--- src/rtl/multi_div.sv ---
// Sequential restoring divider: one quotient bit per cycle, fixed WIDTH-cycle latency.
// A zero divisor skips the iterations and reports all-ones quotient, dividend remainder.
module multi_div #(
  parameter int WIDTH = 4
) (
  input  logic             clk,
  input  logic             rst,
  input  logic             start,
  input  logic [WIDTH-1:0] dividend,
  input  logic [WIDTH-1:0] divisor,
  output logic             busy,
  output logic             done,
  output logic [WIDTH-1:0] quotient,
  output logic [WIDTH-1:0] remainder,
  output logic             div_by_zero
);

  localparam int CW = (WIDTH > 1) ? $clog2(WIDTH) : 1;

  typedef enum logic [1:0] {IDLE, CALC, DONE} state_t;

  state_t           state;
  logic [CW-1:0]    cnt;
  logic [WIDTH-1:0] r;
  logic [WIDTH-1:0] q;
  logic [WIDTH-1:0] dvsr;

  logic [WIDTH:0]   shifted;
  logic [WIDTH-1:0] diff;
  logic             ge;
  logic [WIDTH-1:0] r_nxt;
  logic [WIDTH-1:0] q_nxt;

  // Partial remainder stays below the divisor, so r needs only WIDTH bits and the
  // subtraction result fits in WIDTH bits whenever the trial is non-negative.
  always_comb begin
    shifted = {r, q[WIDTH-1]};
    ge      = (shifted >= {1'b0, dvsr});
    diff    = shifted[WIDTH-1:0] - dvsr;
    r_nxt   = ge ? diff : shifted[WIDTH-1:0];
    q_nxt   = q << 1;
    q_nxt[0] = ge;
  end

  assign busy = (state == CALC);
  assign done = (state == DONE);

  always_ff @(posedge clk) begin
    if (rst) begin
      state       <= IDLE;
      cnt         <= '0;
      r           <= '0;
      q           <= '0;
      dvsr        <= '0;
      quotient    <= '0;
      remainder   <= '0;
      div_by_zero <= 1'b0;
    end else begin
      case (state)
        IDLE, DONE: begin
          if (start) begin
            div_by_zero <= 1'b0;
            r           <= '0;
            q           <= dividend;
            dvsr        <= divisor;
            cnt         <= CW'(WIDTH - 1);
            if (divisor == '0) begin
              state       <= DONE;
              quotient    <= '1;
              remainder   <= dividend;
              div_by_zero <= 1'b1;
            end else begin
              state <= CALC;
            end
          end else begin
            state <= IDLE;
          end
        end
        CALC: begin
          r <= r_nxt;
          q <= q_nxt;
          if (cnt == '0) begin
            state     <= DONE;
            quotient  <= q_nxt;
            remainder <= r_nxt;
          end else begin
            cnt <= cnt - 1'b1;
          end
        end
        default: state <= IDLE;
      endcase
    end
  end

endmodule

--- config.mk ---
export PLATFORM = sky130hd
export DESIGN_NAME = multi_div
export DESIGN_NICKNAME = d
export VERILOG_FILES = /design/src/rtl/multi_div.sv
export SDC_FILE = /design/constraint.sdc
export NUM_CORES = 1
export LEC_CHECK = 0
export ABC_AREA = 1
export ABC_CLOCK_PERIOD_IN_PS = 1400
export CELL_PAD_IN_SITES_DETAIL_PLACEMENT = 1
export CELL_PAD_IN_SITES_GLOBAL_PLACEMENT = 2
export CORE_ASPECT_RATIO = 0.7
export CORE_MARGIN = 2
export CORE_UTILIZATION = 31
export DETAILED_ROUTE_END_ITERATION = 10
export DONT_BUFFER_PORTS = 1
export PLACE_DENSITY = 0.73
export SLEW_MARGIN = 25
export SYNTH_ARGS = -nofsm -noshare
export SYNTH_HDL_FRONTEND = slang
export SYNTH_SLANG_ARGS = --single-unit
--- constraint.sdc ---
create_clock -name clk -period 1.4 [get_ports clk]
set_input_delay 0.14 -clock clk [delete_from_list [all_inputs] [get_ports clk]]
set_output_delay 0.14 -clock clk [all_outputs]
set_load 0.05 [all_outputs]
* Word-level counts from Yosys, hierarchy flattened
Index checks and enable logic that the tools add are counted.
** Storage, ports and cells
- Flip-flop bits (word level) :: 25
- Output and inout port bits :: 11
- Word-level logic and storage cells :: 47
** Operators by class
- $add $sub $neg :: 2
- $lt $le $gt $ge :: 1
- Equality and inequality tests :: 6
- Muxes and demuxes :: 21
- Reductions and logical operators :: 9
** Operator list (number)
- 2-to-1 mux 4 bit :: 9
- one-hot mux 4 bit (2 select lines) :: 4
- 2-to-1 mux 2 bit :: 5
- one-hot mux 2 bit (2 select lines) :: 2
- inequality test 2 bit (second input constant) :: 3
- greater-or-equal comparator 5 x 4 -> 1 bit :: 1
- logical NOT 2 bit :: 2
- logical NOT 4 bit :: 1
- AND reduction 2 bit :: 2
- AND reduction 4 bit :: 1
- subtractor 4 bit :: 1
- AND reduction 3 bit :: 1
- == test 2 x 1 -> 1 bit (second input constant) :: 1
- == test 2 bit (second input constant) :: 1
- inequality test 2 x 1 -> 1 bit (second input constant) :: 1
- nonzero test 2 bit :: 1
- OR reduction 2 bit :: 1
- subtractor 2 x 1 -> 2 bit (second input constant) :: 1
- 2-to-1 mux 1 bit :: 1

* Logic depth before layout (Yosys ltp)
Gate-level depths: netlist of the first run.
- Depth after elaboration :: 4
- Gate-level depth with buffers :: 11

* Least setup slack after synthesis of the first run
Ideal clock, no wire load.
- Path type :: register -> register
- From :: register dvsr[2]
- To :: register remainder[2]
- Data arrival time :: 1.370 ns
- Path slack :: -0.079 ns
- Cell stages (with the launch flop) :: 11
- Path buffers :: 0
- Clock period less this slack :: 1.479 ns
- Path through :: dfxtp_1 -> inv_1 -> ha_1 -> a21oi_1 -> nand2_1 -> nand2_1 -> nand2_1 -> nand3_1 -> nand3_1 -> nand2_1 -> inv_1
** Between the ends
- Word-level cells in the longest chain between the ends :: 4
- Elaborated cells between the ends (all ways) :: 5
- Those cells by class :: 1 x add/sub; 1 x order compare; 3 x mux
** RTL lines
- start: declaration :: line 26 : logic [WIDTH-1:0] dvsr;
- start signal: assignment :: line 65 : dvsr <= divisor;
- subtractor 4 bit / greater-or-equal comparator 5 x 4 -> 1 bit (equally long branches) :: line 39, 38
- 2-to-1 mux 4 bit * :: line 40 : r_nxt = ge ? diff : shifted[WIDTH-1:0];
- 2-to-1 mux 4 bit * :: line 82 : if (cnt == '0) begin
- one-hot mux 4 bit (2 select lines) * :: line 59 : case (state)
- end signal: assignment :: line 70 : remainder <= dividend;
- end signal: assignment :: line 85 : remainder <= r_nxt;
- end: declaration :: line 14 : output logic [WIDTH-1:0] remainder,
Mark *: on every way between the ends. The rest lies on a longest branch, timed or not. The select of a mux whose other input is x is not followed.
A chain may end at the register's enable or synchronous reset.

* Final worst setup path of the first run
- From :: register r[1]
- To :: register remainder[1]
** Between the ends
- Word-level cells in the longest chain between the ends :: 4
** RTL lines
- start: declaration :: line 24 : logic [WIDTH-1:0] r;
- start signal: assignment :: line 80 : r <= r_nxt;
- greater-or-equal comparator 5 x 4 -> 1 bit :: line 38 : ge = (shifted >= {1'b0, dvsr});
- 2-to-1 mux 4 bit :: line 40
- 2-to-1 mux 4 bit :: line 82
- one-hot mux 4 bit (2 select lines) :: line 59
No other way between the ends. The select of a mux whose other input is x is not followed.

==> results.yml, run 1 <==
outcome:
  status: "finished, violations left"
  violations: "hold timing, setup timing"
synth:
  ys_async_sr_fraction_pct: 0
  synth_most_common_cell: "inv_1"
  synth_edf_count: 0
  ys_types: 28
  netlist.area_leader.share_pct: 37.5
  ys.flop_type: "dfxtp_1"
  ys_top_cells_by_count: "33 x inv_1, 28 x nand2_1, 25 x dfxtp_1, 20 x nor2_1, 15 x o21ai_0"
  synth_warnings: 0
  ys_top_cells_by_area: "dfxtp_1 37%, inv_1 9.3%, nand2_1 7.9%, nor2_1 5.6%, o21ai_0 5.6%"
  seq_area_frac_synth_pct: 37.5
  avgSynthCellArea_um2: 7.26
  syn_inst: 184
  yosys.area.top_type: "dfxtp_1"
  synth-seq-cells: 25
  syn_area_um2: 1340
  synth_nets: 201
routing:
  drtIter0Drc: 68
  post-route-drc-count: 0
  via_count: 1320
  postRouteAntennaNets: 0
  viasPerCell: 4.87
  drt-total-wl_um: 3940
  first_pass_iters: 4
  wire_per_inst_um: 14.5
global_routing:
  grt_usage_pct: 16.4
  overflow: 0
  grt_max_degree: 17
  grt_pass1_vias: 1311
  antenna_found_initial: 0
  grt_pass1_wl_um: 5960
floorplan:
  dieArea_um2: 4860
  pin_count: 22
  initial_core_util_pct: 33.3
  num_rows: 19
  die_y_um: 58.9
  die_x_um: 82.5
  core_um2: 4020
critical_path:
  reg2reg_slack_ns: -0.10
  crit_chain: "ha_4 > nand3_2 > nand2_2 > nand2_2 > buf_4 > nand4_1 > nand3_1 > nand2_1 > inv_1"
  required_ns: 1.59
  crit_arrival_ns: 1.69
  crit_path_top_delay_cell: "dfxtp_4"
  path_buf_inv: 2
  rr_startpoint: "r[1]"
  crit_start: "r[1]"
  cp.depth: 9
  critical_path.endpoint: "remainder[1]"
  worstPathMaxFanout: 4
  cpMostUsedCell: "nand2_2"
  reg2reg_depth: 9
  timing.rr.end: "remainder[1]"
  cp-start-kind: "register"
  path_class: "register to register"
  end_kind: "register"
  max_stage_delay_ns: 0.37
  critical_path.top_delay_family: "simple AND/OR/NAND/NOR gates"
layout:
  antenna_cells: 0
  final_util_pct: 45.6
  final_cell_count_no_fill: 271
  fill_cells: 505
  layout-drive-gt1-share_pct: 37.9
  finalNetCount: 237
  area_growth_pct: 37.0
placement:
  port_buffers: 0
  placed_cells: 257
  routabilityCongestion: 0.833
  hpwl_um: 2810
clock_network:
  cts-root-buf: "clkbuf_8"
  htree_num_levels: 1
  cts_tree: "done"
  cts.clk_slew.worst_paths_ns: 0.10
  cts_sinks: 25
  cts_max_path_buffers: 2
  cts_buffers: 3
  clock_latency_ns: 0.27
pwr:
  power_density_nw_per_um2: 1130
  vdd_drop_max_uv: 499
  power.switching_uw: 763
  p_leak_nw: 0.869
  swShare_pct: 36.7
  p_int_mw: 1.31
  p_comb_share_pct: 39.1
  p_seq_share_pct: 39.4
  p_clk_share_pct: 21.5
  total_power_mw: 2.08
timing:
  maxSlewViolCount: 0
  slew_headroom_pct: 69.5
  setup_ws_ns: -0.101
  worstMarginPinSlew_ns: 0.457
  fin_crit_sh_pct: 107
  hold_viol_final: 10
  setup_viol: 9
  period_needed_ns: 1.50
  whs_ns: -0.0809
  skew_ns: 0.00854
  max_freq_mhz: 666
  grt_setup_unrepaired: "yes"
worst_hold_path:
  hold_path.class: "primary input to register"
job:
  maxCapViolCount: 0
## metal layers
layer	vias up	part of all wire [%]	global-route usage, %	wire, µm
met4	0	0.53	2.86	21
met1	631	48	20.8	1870
met2	29	47	27.6	1860
li1	658	-	-	-
met3	2	4.5	5.06	177
met5	-	0	0	0
## layout by cell type, fill, tap and decap left out, types with 2 or more instances in the layout
cell type,instances
dfxtp_1,17
or2_2,2
ha_4,4
nand2_2,4
buf_4,35
a21oi_2,2
nand2_1,23
nand3_4,2
inv_1,28
dfxtp_2,7
nand4_1,5
nand3_1,11
nor2_4,3
a21oi_1,13
clkbuf_8,3
nor2_1,19
o21ai_0,15
inv_2,6
nand2_4,3
nand3_2,3
## registers in the layout (all words and copies together), names as in the netlist
name and cells:
dvsr 4, r 4, state 2, cnt 2, q 4, quotient 4
div_by_zero 1, remainder 4
## through the flow
| step | cell area (µm²) | hold WS (ns) | setup TNS [ns] | setup slack, ns |
|---|---|---|---|---|
| final | 1830 | -0.0809 | -0.554 | -0.101 |
| after global routing | 1830 | -0.0941 | -1.47 | -0.188 |
| after CTS | 1720 | -0.0834 | -0.275 | -0.0583 |
| after detailed placement | 1600 | 0.214 | -0.847 | -0.118 |
| after global placement | 1600 | 0.213 | -0.544 | -0.0824 |
| after floorplan | 1380 | 0.302 | 0 | 0.00187 |
## kinds of logic (layout without fill, tap and decap cells)
| logic type | after synthesis | after routing | share of synthesized area, % |
|---|---|---|---|
| flip-flops | 25 | 25 | 37.5 |
| AND/OR/NAND/NOR | 76 | 77 | 27.8 |
| buffers and inverters | 41 | 75 | 13.4 |
| AO/OA/AOI/OAI | 35 | 35 | 14.5 |
| XOR/XNOR | 1 | 1 | 0.656 |
| adder cells (fa/ha/maj) | 6 | 6 | 6.18 |
## power groups by stage
stage	combinational (mW)	clock [mW]	sequential (mW)
after floorplan	0.375	0	0.906
after global placement	0.644	0	0.825
after detailed placement	0.667	0	0.829
after CTS	0.727	0.457	0.819
after global routing	0.885	0.492	0.828
final	0.812	0.446	0.819
## worst min-delay path by stage
stage | startpoint | endpoint | slack [ns] | cells past startpoint
2_1_floorplan | rst | remainder[1] | 0.30 | 3
3_3_place_gp | rst | q[2] | 0.21 | 1
3_5_place_dp | rst | q[3] | 0.21 | 1
4_1_cts | rst | q[1] | -0.08 | 1
5_1_grt | rst | quotient[2] | -0.09 | 1
6_report | rst | q[1] | -0.08 | 1
## cell type report
class / count / area (µm²) / share of cell area [%]
clock inverters: 1 / 5.00 / 0.273
well taps: 52 / 65.1 / 3.55
clock buffers: 3 / 41.3 / 2.26
flip-flops and latches: 25 / 513 / 28.0
multi-input cells: 119 / 796 / 43.5
repair buffers: 36 / 274 / 15.0
inverters: 35 / 136 / 7.45
## what timing repair did
item                                    CTS  global route
endpoints found under the setup margin   11            14
gates resized for setup                  18            13
endpoints found under the hold margin    10             8
pin swaps                                17            12
setup buffers                             2             7
gates cloned                              0             1
No activity file was read; power rests on OpenSTA's default activity.
==> run 2, diff against run 1 <==
--- a/config.mk
+++ b/config.mk
@@ -6,7 +6,7 @@
 export NUM_CORES = 1
 export LEC_CHECK = 0
 export ABC_AREA = 1
-export ABC_CLOCK_PERIOD_IN_PS = 1400
+export ABC_CLOCK_PERIOD_IN_PS = 1300
 export CELL_PAD_IN_SITES_DETAIL_PLACEMENT = 1
 export CELL_PAD_IN_SITES_GLOBAL_PLACEMENT = 2
 export CORE_ASPECT_RATIO = 0.7
@@ -15,6 +15,7 @@
 export DETAILED_ROUTE_END_ITERATION = 10
 export DONT_BUFFER_PORTS = 1
 export PLACE_DENSITY = 0.73
+export REMOVE_ABC_BUFFERS = 1
 export SLEW_MARGIN = 25
 export SYNTH_ARGS = -nofsm -noshare
 export SYNTH_HDL_FRONTEND = slang
==> constraint.sdc (replaced) <==
create_clock -name clk -period 1.3 [get_ports clk]
set_input_delay 0.13 -clock clk [delete_from_list [all_inputs] [get_ports clk]]
set_output_delay 0.13 -clock clk [all_outputs]
set_load 0.05 [all_outputs]
==> run 2 against run 1 <==
  * The flow finishes with violations (setup timing)
  * Non-clock buffer count rose by 3
  * Via count fell by 0.30%
  * Sequential share of layout area decreased by 0.94 points
  * First-iteration DRC count is 21% higher
  * Register-to-register slack got worse by 0.08 ns
  * Maximum frequency increased by 1.3%
  * Sequential power increased by 8.4%
  * Critical endpoint is now r[1]
  * Highest routed layer unchanged
==> results.yml, run 2 (same netlist as run 1, synthesis figures left out) <==
outcome:
  status: "finished, violations left"
  violations: "setup timing"
critical_path:
  required_ns: 1.48
  worstPathMaxFanout: 2
  cp-start-kind: "register"
  crit_arrival_ns: 1.66
  path_class: "register to register"
  max_stage_delay_ns: 0.52
  end_kind: "register"
  crit_chain: "inv_2 > ha_4 > fa_2 > inv_2 > nand3_2 > nand3_1 > nand2_1 > inv_1"
  crit_path_top_delay_cell: "fa_2"
  cpMostUsedCell: "inv_2"
global_routing:
  grt_pass1_vias: 1425
  grt_max_degree: 16
  antenna_found_initial: 0
  grt_util_met3_pct: 4.75
  met2_usage_pct: 29.4
  grtUsageMet1_pct: 26.5
  grt_usage_pct: 18.9
  overflow: 0
  grt_pass1_wl_um: 6890
  grt_most_used_layer: "met2"
floorplan:
  num_rows: 19
  pin_count: 22
  die_y_um: 58.9
  dieArea_um2: 4860
  core_um2: 4020
  die_x_um: 82.5
  initial_core_util_pct: 33.3
layout:
  finalNetCount: 240
  layout_commonest_cell: "buf_4"
  layout-drive-gt1-share_pct: 42.3
  area_growth_pct: 41.4
  antenna_cells: 0
  mostFrequentLayoutCells: "36 x buf_4, 23 x inv_1, 23 x nand2_1"
  final_util_pct: 47.0
  final_cell_count_no_fill: 274
timing:
  maxSlewViolCount: 0
  setup_ws_ns: -0.182
  grt_setup_unrepaired: "yes"
  max_freq_mhz: 675
  fin_crit_sh_pct: 114
  worstMarginPinSlew_ns: 0.525
  skew_ns: 0.00318
  hold_viol_final: 0
  period_needed_ns: 1.48
  setup_viol: 10
  slew_headroom_pct: 65.0
pwr:
  p_int_mw: 1.44
  power.switching_uw: 839
  vdd_drop_max_uv: 465
  p_comb_share_pct: 39.8
  swShare_pct: 36.9
  p_leak_nw: 0.880
  total_power_mw: 2.28
  p_clk_share_pct: 21.2
  p_seq_share_pct: 39.0
  power_density_nw_per_um2: 1210
clock_network:
  clock_latency_ns: 0.27
  cts_tree: "done"
  cts_max_path_buffers: 2
  cts_buffers: 3
  cts.clk_slew.worst_paths_ns: 0.09
  cts_sinks: 25
  htree_num_levels: 1
  cts-root-buf: "clkbuf_8"
routing:
  drt-total-wl_um: 4090
  wire_per_inst_um: 14.9
  drtIter0Drc: 82
  viasPerCell: 4.80
  via_count: 1316
  first_pass_iters: 4
  post-route-drc-count: 0
  postRouteAntennaNets: 0
placement:
  hpwl_um: 2820
  pre_cts_ws_ns: -0.350
  port_buffers: 0
  routabilityCongestion: 0.862
  placed_cells: 261
worst_hold_path:
  hold_path.class: "primary input to register"
job:
  maxCapViolCount: 0
-- run 2: worst max-delay path, delay by kind of cell (launching register included) --
| kind | cells | cell delay, ns |
|---|---|---|
| adder cells (fa/ha/maj) | 2 | 0.67 |
| AND/OR/NAND/NOR | 3 | 0.23 |
| buffers and inverters | 3 | 0.14 |
| flip-flops | 1 | 0.34 |
-- run 2: layer usage --
metal  part of all wire [%]  vias up
met3                    4.4        5
li1                       -      668
met2                     44       25
met5                      0        -
met4                    1.0        0
met1                     50      618
-- run 2: path summary, 6_finish.rpt --
kind / from / endpoint / slack [ns] / cells after the start
worst min register to register: quotient[3] / quotient[3] / 0.45 / 2
worst max register to register: q[3] / r[1] / -0.18 / 8
worst min-delay path: rst / remainder[1] / 0.01 / 3
worst max-delay path: q[3] / r[1] / -0.18 / 8
-- run 2: timing repair --
action                     4_1_cts  5_1_grt
hold endpoints to repair        10        0
cloned                           1        0
setup buffers                    6        1
pin swaps                       18       12
gates resized for setup         36       17
hold buffers                     1        0
setup endpoints to repair       14       18
-- run 2: per-stage QoR --
stage	hold slack [ns]	TNS [ns]	instance area, µm²
floorplan	0.199	-1.47	1290
global placement	0.202	-2.35	1590
detailed placement	0.204	-3.16	1590
CTS	0.0127	-1.33	1840
global route	0.00976	-2.23	1890
finish	0.0129	-1.29	1890
-- run 2: area by class of cell --
| cell class | count | area, µm² |
|---|---|---|
| fillers | 495 | 2130 |
| multi-input cells | 119 | 820 |
| flip-flops and latches | 25 | 512 |
| repair buffers | 39 | 303 |
| inverters | 35 | 144 |
| well taps | 52 | 65.1 |
| clock buffers | 3 | 41.3 |
| clock inverters | 1 | 5.00 |
-- run 2: power by group through the flow --
stage	clock network, mW	registers (mW)	logic [mW]
3_5_place_dp	0	0.889	0.713
4_1_cts	0.509	0.884	0.877
6_report	0.483	0.888	0.906
2_1_floorplan	0	0.972	0.357
3_3_place_gp	0	0.886	0.696
5_1_grt	0.539	0.898	0.991
